$ cat src/rtl/icache_direct.sv
// Direct-mapped read-only instruction cache: one 128-bit block (4 words) per line, refilled on a miss.
// Latency: a hit returns the word in the same cycle; a miss costs the miss cycle + FETCH cycles + one UPDATE.
// Backpressure: busywait stalls the fetch port during a miss; mem_busywait holds the cache in FETCH.
module icache_direct #(
  parameter int INDEX_W = 3,
  parameter int ADDR_W  = 10
) (
  input  logic              clk,
  input  logic              rst_n,
  input  logic              read,
  input  logic [31:0]       pc,
  output logic [31:0]       instruction,
  output logic              busywait,
  output logic              mem_read,
  output logic [ADDR_W-5:0] mem_address,
  input  logic [127:0]      mem_readdata,
  input  logic              mem_busywait
);

  localparam int TAG_W = ADDR_W - 4 - INDEX_W;
  localparam int LINES = 1 << INDEX_W;
  localparam int BLK_W = ADDR_W - 4;

  typedef enum logic [1:0] {IDLE, FETCH, UPDATE} state_t;

  state_t             state, state_nxt;
  logic [LINES-1:0]   valid;
  logic [TAG_W-1:0]   tag_arr  [LINES];
  logic [127:0]       data_arr [LINES];
  logic [BLK_W-1:0]   mreg;
  logic [127:0]       line_buf;
  logic               fetch_first;

  logic [INDEX_W-1:0] pc_index;
  logic [TAG_W-1:0]   pc_tag;
  logic [1:0]         pc_word;
  logic [127:0]       line_sel;
  logic               line_valid;
  logic               hit;
  logic [INDEX_W-1:0] mreg_index;
  logic [TAG_W-1:0]   mreg_tag;
  logic               load_miss;
  logic               capture;
  logic               install;
  logic               unused_pc;

  assign pc_index   = pc[INDEX_W+3:4];
  assign pc_tag     = pc[ADDR_W-1:INDEX_W+4];
  assign pc_word    = pc[3:2];
  assign unused_pc  = ^{pc[31:ADDR_W], pc[1:0]};
  assign line_sel   = data_arr[pc_index];
  assign line_valid = valid[pc_index];
  assign hit        = read & line_valid & (tag_arr[pc_index] == pc_tag);

  // Invalid lines read as zero so stale data never leaks after reset.
  assign instruction = line_valid ? line_sel[{pc_word, 5'd0} +: 32] : 32'd0;

  assign mreg_index  = mreg[INDEX_W-1:0];
  assign mreg_tag    = mreg[BLK_W-1:INDEX_W];
  assign mem_address = mreg;

  always_comb begin
    state_nxt = state;
    busywait  = 1'b0;
    mem_read  = 1'b0;
    load_miss = 1'b0;
    capture   = 1'b0;
    install   = 1'b0;
    case (state)
      IDLE: begin
        busywait = read & ~hit;
        if (read & ~hit) begin
          load_miss = 1'b1;
          state_nxt = FETCH;
        end
      end
      FETCH: begin
        busywait = 1'b1;
        mem_read = 1'b1;
        // The memory has not seen the request yet on the entry cycle.
        if (!fetch_first && !mem_busywait) begin
          capture   = 1'b1;
          state_nxt = UPDATE;
        end
      end
      UPDATE: begin
        busywait  = 1'b1;
        install   = 1'b1;
        state_nxt = IDLE;
      end
      default: state_nxt = IDLE;
    endcase
  end

  always_ff @(posedge clk or negedge rst_n) begin
    if (!rst_n) begin
      state       <= IDLE;
      mreg        <= '0;
      fetch_first <= 1'b0;
      valid       <= '0;
    end else begin
      state       <= state_nxt;
      fetch_first <= load_miss;
      if (load_miss) mreg <= {pc_tag, pc_index};
      if (install) valid[mreg_index] <= 1'b1;
    end
  end

  // Data and tag arrays are qualified by valid, so they carry no reset.
  always_ff @(posedge clk) begin
    if (capture) line_buf <= mem_readdata;
    if (install) begin
      data_arr[mreg_index] <= line_buf;
      tag_arr[mreg_index]  <= mreg_tag;
    end
  end

endmodule

$ cat config.mk
export PLATFORM = sky130hd
export DESIGN_NAME = icache_direct
export DESIGN_NICKNAME = d
export VERILOG_FILES = /design/src/rtl/icache_direct.sv
export SDC_FILE = /design/constraint.sdc
export NUM_CORES = 1
export LEC_CHECK = 0
export CORE_ASPECT_RATIO = 1.4
export CORE_UTILIZATION = 56
export DETAILED_ROUTE_END_ITERATION = 7
export GPL_ROUTABILITY_DRIVEN = 0
export PLACE_DENSITY = 0.73
export SYNTH_ARGS = -nofsm -noshare
export SYNTH_HDL_FRONTEND = slang
export SYNTH_SLANG_ARGS = --single-unit
$ cat constraint.sdc
create_clock -name clk -period 23.1 [get_ports clk]
set_clock_uncertainty 0.1 [all_clocks]
set_input_delay 4.62 -clock clk [delete_from_list [all_inputs] [get_ports clk]]
set_output_delay 4.62 -clock clk [all_outputs]
set_load 0.005 [all_outputs]
==> reports/results.ini, run 1 <==
[sta]
slew_viol_final=0
fin_tns_setup_ns=0
finalSetupViolations=0
hold_viol=0
rsz0062_at_grt=false
fin_crit_ns=13.92
relSlewSlack_pct=20.47
timing.final.crit_share_pct=60.25
worst_pin_slew_ns=1.193
max_clock_freq_ghz=0.07185

[layout]
antenna_cells=0
fin_cells=3093
finish.utilization_pct=65.01
num-nets-final=2133
syn2layout_area_growth_pct=14.37
layout-drive-gt1-share_pct=25.73

[power_and_ir_drop]
p_int_mw=3.832
power.share.switching_pct=22.58
power_frac_seq_pct=55.8
powerDensity_mw_per_mm2=97.46
power.static_leakage_nw=15.89
p_comb_share_pct=9.6
ir_drop_v=0.00008736
p_sw_mw=1.118
clockPowerShare_pct=34.6

[detailed_routing]
drtAntennaViolNets=0
drc=0
first_iter_violations=1629
firstDrtPassIters=5
routed_wl_um=88240
vias=18990
wl_per_cell_um=28.53
via_per_inst=6.139

[die]
pin_count=204
core_region_area_mm2=0.07812
die_h_um=335.2
start_util_pct=56.84
dieArea_mm2=0.08044
rows=121
die_w_um=240.0

[global_route]
grt_use_total_pct=22.78
antenna_found_initial=0
gr-total-overflow=0
grt_pass1_vias=20360
grt_pass1_wl_um=131500
grt_max_degree=124

[place]
dp_cells=2902
portBuffers=179
dp_hpwl_um=45960

[logic_synthesis]
synth_top_area_share_pct=79.53
ys_warn_count=0
synth_cells=1729
synth-xor-area-share_pct=0.05917
synth-simple-area-share_pct=0.5720
ys_types=25
synth_mux_area_share_pct=17.65
syn_nets=1897
synth_top_family_by_area=multiplexers
synth_compound_area_share_pct=0.1465
synth.avg_cell_area_um2=25.68
ys_top_cells_by_area=edfxtp_1 (80%), mux4_2 (16%), mux2i_1 (1.0%)
yosys_register_bits=1193
synth_seq_area_share_pct=80.49
synth_fa_ha_area_share_pct=0.1127
synth_area_mm2=0.04440
yosysTopAreaCell=edfxtp_1

[cts]
cts_buffers=106
cts_tree=yes
ctsHoldBuffers=0
cts_buffer_depth=3
clockRootBuffer=clkbuf_16
clock-sinks=1193
cts_setup_buffers=0
cts-resized-gates=0
clkTransAtPathRegs_ns=0.06
worst_skew_pair.late_latency_ns=0.67
ctsHtreeMaxLevel=3

[critical_path]
cp_data_required_time_ns=18.38
arrival_ns=9.20
worstSetupStartpointType=primary input
critPathCaptureType=primary output
cp_common_cell=mux4_2
max_stage_delay_ns=0.89
path_max_fanout=116
path_cells=buf_8 -> buf_4 -> buf_12 -> mux4_2 -> mux4_2 -> mux2i_1 -> nor2_1 -> clkdlybuf4s50_1
critPathKind=primary input to primary output
cp_slowest_cell=buf_4

[run]
maxCapViolations=0

[run_status]
outcome=finished, final reports clean

[min_path]
min_path_type=register to register

-- cell type report --
type / instances / area, µm²
clock buffers: 129 / 2760
repair buffers: 210 / 2066
well taps: 1045 / 1308
flip-flops and latches: 1193 / 35740
multi-input cells: 449 / 8303
clock inverters: 62 / 590.6
inverters: 5 / 18.77
fillers: 4957 / 27340
-- placed cells by master, fill, tap and decap left out, drive strengths merged, types with 11 or more instances in the layout --
cell and count:
buf 36, bufinv 11, clkbuf 129, clkdlybuf4s50 174
clkinv 46, dfrtp 17, edfxtp 1176, mux2i 45
mux4 325, nor2 42
-- layer usage --
layer / vias up / share of wire [%] / global-route usage, %
li1: 7934 / - / -
met1: 10290 / 39 / 30.72
met2: 662 / 52 / 38.47
met3: 107 / 6.5 / 3.971
met4: 0 / 2.0 / 6.613
met5: - / 0 / 0
-- critical path: cells and delay by family --
family / cells / cell delay [ns]
buffers and inverters: 4 / 2.41
and+or+nand+nor: 1 / 0.07
muxes: 3 / 1.46
-- cells in the mapped netlist --
master	instances
nor2_1	42
a21oi_1	2
o21ai_0	2
and2_1	1
a2bb2oi_1	1
or2_2	8
mux2i_1	45
dfrtp_1	17
buf_1	21
inv_1	5
nor3_1	2
ha_1	4
a41oi_1	1
buf_2	19
clkbuf_1	25
a41oi_4	1
buf_4	11
mux2_2	6
buf_6	5
mux4_2	325
xor2_1	3
nand2_1	3
clkbuf_2	1
nand2b_1	3
edfxtp_1	1176
-- cell families after synthesis --
| family | after synthesis |
|---|---|
| compound gates | 7 |
| flops | 1193 |
| buf+inv | 87 |
| simple gates | 59 |
| fa+ha+maj | 4 |
| xor+xnor | 3 |
| mux | 376 |
-- path summary, 6_finish.rpt --
check                      startpoint               to  slack, ns  cells after the start
setup / recovery                pc[4]  instruction[16]       9.18                      8
hold / removal               valid[1]         valid[1]       0.36                      1
setup reg to reg             state[0]  data_arr[2][84]      18.99                      6
hold reg to reg              valid[1]         valid[1]       0.36                      1
max in group asynchronous       rst_n         valid[2]      18.02                      1
min in group asynchronous       rst_n   mem_address[5]       4.34                      1
-- flip-flops by register name, summed over array words and instances, names as in the netlist --
register / cells
mem_address: 6
fetch_first: 1
valid: 8
line_buf: 128
tag_arr: 24
data_arr: 1024
state: 2
-- power by group through the flow --
stage / Combinational (mW) / Clock [mW] / Sequential, mW
final: 0.475 / 1.71 / 2.76
after global routing: 0.504 / 1.82 / 2.78
after CTS: 0.485 / 1.75 / 2.77
after detailed placement: 0.483 / 0 / 2.81
after global placement: 0.481 / 0 / 2.78
after floorplan: 0.258 / 0 / 2.80
-- metrics by stage --
stage	setup slack (ns)	power [mW]	instance area, µm²	hold WS [ns]
after floorplan	11.84	3.053	44400	0.3337
after global placement	9.109	3.266	47430	0.3455
after detailed placement	9.033	3.291	47430	0.3544
after CTS	9.034	4.996	50790	0.3673
after global routing	8.827	5.109	50790	0.3980
final	9.182	4.949	50790	0.3635
Note: power is estimated with default switching activity, not from simulation.
==> run 2: changes to the inputs <==
--- a/config.mk
+++ b/config.mk
@@ -6,7 +6,7 @@
 export NUM_CORES = 1
 export LEC_CHECK = 0
 export CORE_ASPECT_RATIO = 1.4
-export CORE_UTILIZATION = 56
+export CORE_UTILIZATION = 54
 export DETAILED_ROUTE_END_ITERATION = 7
 export GPL_ROUTABILITY_DRIVEN = 0
 export PLACE_DENSITY = 0.73
==> constraint.sdc (replaced) <==
create_clock -name clk -period 12.11 [get_ports clk]
set_clock_uncertainty 0.1 [all_clocks]
set_input_delay 2.422 -clock clk [delete_from_list [all_inputs] [get_ports clk]]
set_output_delay 2.422 -clock clk [all_outputs]
set_load 0.005 [all_outputs]
==> run 2 against run 1 <==
  * Register-to-register slack lost 11 ns
  * Worst hold slack improved by 0.0045 ns
  * Die area increased by 3.7%
  * Clock-buffer cell count decreased by 9
  * Via count down 0.44%
  * Critical endpoint is now instruction[31]
==> reports/results.ini, run 2 (synthesis gave the netlist of run 1 again) <==
[sta]
finalSetupViolations=0
worst_pin_slew_ns=1.084
slew_viol_final=0
rsz0062_at_grt=false
fin_tns_setup_ns=0
hold_viol=0
timing.final.crit_share_pct=68.44
max_clock_freq_ghz=0.1207
relSlewSlack_pct=27.57
fin_crit_ns=8.288

[place]
portBuffers=179
dp_cells=2920
dp_hpwl_um=43840

[die]
start_util_pct=54.41
die_h_um=341.3
dieArea_mm2=0.08339
die_w_um=244.4
core_region_area_mm2=0.08161
rows=124
pin_count=204

[global_route]
grt_max_degree=139
grt_use_total_pct=21.40
grt_pass1_wl_um=129700
grt_pass1_vias=20180
gr-total-overflow=0
antenna_found_initial=3

[min_path]
worstHoldPathCells=1
min_path_type=register to register

[power_and_ir_drop]
powerDensity_mw_per_mm2=186.7
ir_drop_v=0.0001187
power.static_leakage_nw=15.91

[layout]
final_cell_mix=edfxtp_1 (1176), mux4_2 (325), clkdlybuf4s50_1 (174), clkbuf_16 (107), mux2i_1 (44)
regMostFlops=data_arr
largestRegisters=data_arr (1024), line_buf (128), tag_arr (24)
final_common_cell=edfxtp_1
antenna_cells=0
largest_reg_flops=1024
fin_cells=3119
fill_cells=5391
layout-drive-gt1-share_pct=26.51
num-nets-final=2125
syn2layout_area_growth_pct=14.83

[critical_path]
cp_data_required_time_ns=9.59
path_max_fanout=88
reg2reg_depth=7
timing.rr.end=data_arr[0][9]
r2r_slack_ns=8.02
cp-startpoint=pc[4]
cp-endpoint=instruction[31]
worstSetupStartpointType=primary input
critPathCaptureType=primary output
critPathKind=primary input to primary output
reg2reg_from=state[0]
arrival_ns=5.77

[cts]
cts_setup_buffers=0
clock-sinks=1193
cts_buffers=106
clkTransAtPathRegs_ns=0.07
cts_buffer_depth=3
cts_tree=yes
ctsHtreeMaxLevel=3
ctsHoldBuffers=0
cts-resized-gates=0
worst_skew_pair.late_latency_ns=0.67
clockRootBuffer=clkbuf_16

[detailed_routing]
routed_wl_um=87080
via_per_inst=6.062
wl_per_cell_um=27.92
vias=18910
first_iter_violations=1563
firstDrtPassIters=5
drc=0
drtAntennaViolNets=0

[run_status]
outcome=finished, final reports clean

[run]
maxCapViolations=0

## run 2: final cells by class
cell class	instances	area, µm²	area share (%)
tap	1071	1340	2.628
multi-input combinational	449	8303	16.28
clock inverter	79	779.5	1.529
clock buffer	120	2726	5.347
timing repair buffer	202	2081	4.081
sequential	1193	35740	70.09
inverter	5	18.77	0.03681
## run 2: metal layers
layer	global-route usage (%)	wire length, µm	share of wire [%]	vias to the layer above
li1	-	-	-	7923
met1	29.42	35030	40	10160
met2	35.40	44520	51	701
met3	3.647	5314	6.1	126
met4	6.862	2212	2.5	0
met5	0	0	0	-
## run 2: worst max-delay path, cell delays in order
cell             delay (ns)
buf_8                  0.44
buf_12                 0.52
mux4_2                 0.60
mux4_2                 0.53
mux2i_1                0.40
nor2_1                 0.12
clkdlybuf4s50_1        0.47
## run 2: worst min path at each step
stage / from / endpoint
2_1_floorplan: valid[2] / valid[2]
5_1_grt: valid[5] / valid[5]
4_1_cts: valid[5] / valid[5]
3_5_place_dp: valid[2] / valid[2]
6_report: valid[2] / valid[2]
3_3_place_gp: valid[2] / valid[2]
## run 2: per-stage QoR
stage	power, mW	util (%)	worst slack, ns	hold WS, ns	area [µm²]
detailed placement	6.267	58.18	3.728	0.3493	47480
global route	9.820	62.48	3.601	0.3959	50990
CTS	9.605	62.48	3.724	0.3722	50990
floorplan	5.824	-	1.449	0.3337	44400
global placement	6.220	58.18	3.747	0.3458	47480
finish	9.521	62.48	3.822	0.3679	50990
## run 2: where the power goes
part | leakage [nW] | switching [mW] | internal (mW)
registers | 10.8 | 0.209 | 5.06
logic | 3.41 | 0.497 | 0.401
clock network | 1.68 | 1.47 | 1.89
==> run 3: changes to the inputs <==
==> constraint.sdc (replaced) <==
create_clock -name clk -period 7.05 [get_ports clk]
set_clock_uncertainty 0.1 [all_clocks]
set_input_delay 1.41 -clock clk [delete_from_list [all_inputs] [get_ports clk]]
set_output_delay 1.41 -clock clk [all_outputs]
set_load 0.005 [all_outputs]
==> run 3 against run 2 <==
  * Global-route usage up 0.47 points
  * Sequential power up 72%
  * Via count up 0.96%
  * Die area unchanged
  * Core utilization about the same
  * Routed wire length up 1.3%
  * Worst hold slack worse by 0.0051 ns
  * Critical path type unchanged
==> reports/results.ini, run 3 (synthesis gave the netlist of run 1 again) <==
[run_status]
outcome=finished, final reports clean

[sta]
fin_tns_setup_ns=0
max_clock_freq_ghz=0.1738
finalSetupViolations=0
holdWs_ns=0.3628
worst_pin_slew_ns=1.092
rsz0062_at_grt=false
slew_viol_final=0
timing.final.crit_share_pct=81.60
relSlewSlack_pct=27.22
hold_viol=0
fin_crit_ns=5.753
setup_ws_ns=1.297

[layout]
layout-drive-gt1-share_pct=26.21
final_design_area_no_fill_mm2=0.05099
antenna_cells=0
largest_reg_flops=1024
final_common_cell=edfxtp_1
fin_cells=3124
num-nets-final=2137
finish.utilization_pct=62.48
largestRegisters=data_arr (1024), line_buf (128), tag_arr (24)
fill_cells=5286
syn2layout_area_growth_pct=14.84
final_cell_mix=edfxtp_1 (1176), mux4_2 (325), clkdlybuf4s50_1 (174), clkbuf_16 (106), mux2i_1 (44)
regMostFlops=data_arr

[detailed_routing]
via_per_inst=6.110
routed_wl_um=88260
firstDrtPassIters=5
wl_per_cell_um=28.25
vias=19090
drtAntennaViolNets=0
drc=0
first_iter_violations=1886

[place]
dp_hpwl_um=44590
portBuffers=179
pre_cts_ws_ns=1.237
placed_area_mm2=0.04772
dp_cells=2934

[cts]
cts_setup_buffers=0
clockRootBuffer=clkbuf_16
cts_buffers=104
ctsHtreeMaxLevel=3
clkTransAtPathRegs_ns=0.06
worst_skew_pair.late_latency_ns=0.68
cts_buffer_depth=3
cts_tree=yes
cts-resized-gates=0
clock-sinks=1193
ctsHoldBuffers=0

[global_route]
antenna_found_initial=1
grt_use_total_pct=21.87
grt_max_degree=116
gr-total-overflow=0
grt_pass1_vias=20470
grt_pass1_wl_um=132100

[critical_path]
critPathCaptureType=primary output
reg2reg_depth=5
path_max_fanout=48
arrival_ns=4.24
critPathKind=primary input to primary output
timing.rr.end=data_arr[4][4]
cp_data_required_time_ns=5.54
worstSetupStartpointType=primary input
reg2reg_from=state[0]
r2r_slack_ns=3.95

[min_path]
holdCritStartpoint=valid[6]
worstHoldPathCells=1
min_path_type=register to register
min_delay_worst_endpoint=valid[6]

[die]
rows=124
dieArea_mm2=0.08339
pin_count=204
start_util_pct=54.41
die_w_um=244.4
core_region_area_mm2=0.08161
die_h_um=341.3

[run]
maxCapViolations=0

[power_and_ir_drop]
power.static_leakage_nw=15.95
power.total_mw=16.11
powerDensity_mw_per_mm2=316.0
ir_drop_v=0.0001989

-- run 3: cell count changes in the layout (fill, tap and decap cells not counted), moves of 2 or more --
| cell | change |
|---|---|
| bufinv_16 | -4 |
| clkbuf_1 | +11 |
| nor3_2 | -2 |
| buf_12 | +10 |
| inv_8 | -2 |
| nor3_4 | +2 |
| clkinv_2 | +2 |
| buf_4 | +4 |
| clkinvlp_4 | -13 |
-- run 3: final cells by class --
type / count / area [µm²] / area share (%)
repair buffers: 216 / 2311 / 4.532
inverters: 5 / 18.77 / 0.03681
multi-input cells: 449 / 8315 / 16.31
clock inverters: 59 / 509.2 / 0.9987
flip-flops and latches: 1193 / 35740 / 70.09
well taps: 1071 / 1340 / 2.628
clock buffers: 131 / 2756 / 5.406
-- run 3: critical path: stages --
cell	delay, ns
buf_8	0.47
buf_4	0.42
mux4_2	0.54
mux4_2	0.53
mux2i_1	0.26
nor2_1	0.08
clkdlybuf4s50_1	0.47
-- run 3: report_power, final --
group / total, mW / internal (mW) / switching [mW]
clock: 5.49 / 3.06 / 2.43
sequential: 9.06 / 8.69 / 0.367
combinational: 1.57 / 0.705 / 0.863
total: 16.1 / 12.5 / 3.66
-- run 3: how the worst max path moves through the flow --
stage | slack [ns] | to | from | cells after the start
after floorplan | 0.03 | valid[2] | state[0] | 5
after global placement | 1.21 | instruction[29] | pc[4] | 7
after detailed placement | 1.24 | instruction[29] | pc[4] | 7
after CTS | 1.22 | instruction[29] | pc[4] | 7
after global routing | 1.09 | busywait | pc[4] | 9
final | 1.30 | instruction[29] | pc[4] | 7
-- run 3: layer usage --
metal / track usage (%) / vias up / part of all wire (%)
met5: 0 / - / 0.015
met4: 8.190 / 2 / 3.1
met3: 3.420 / 148 / 6.4
met2: 35.68 / 750 / 50
met1: 30.24 / 10250 / 40
li1: - / 7936 / -
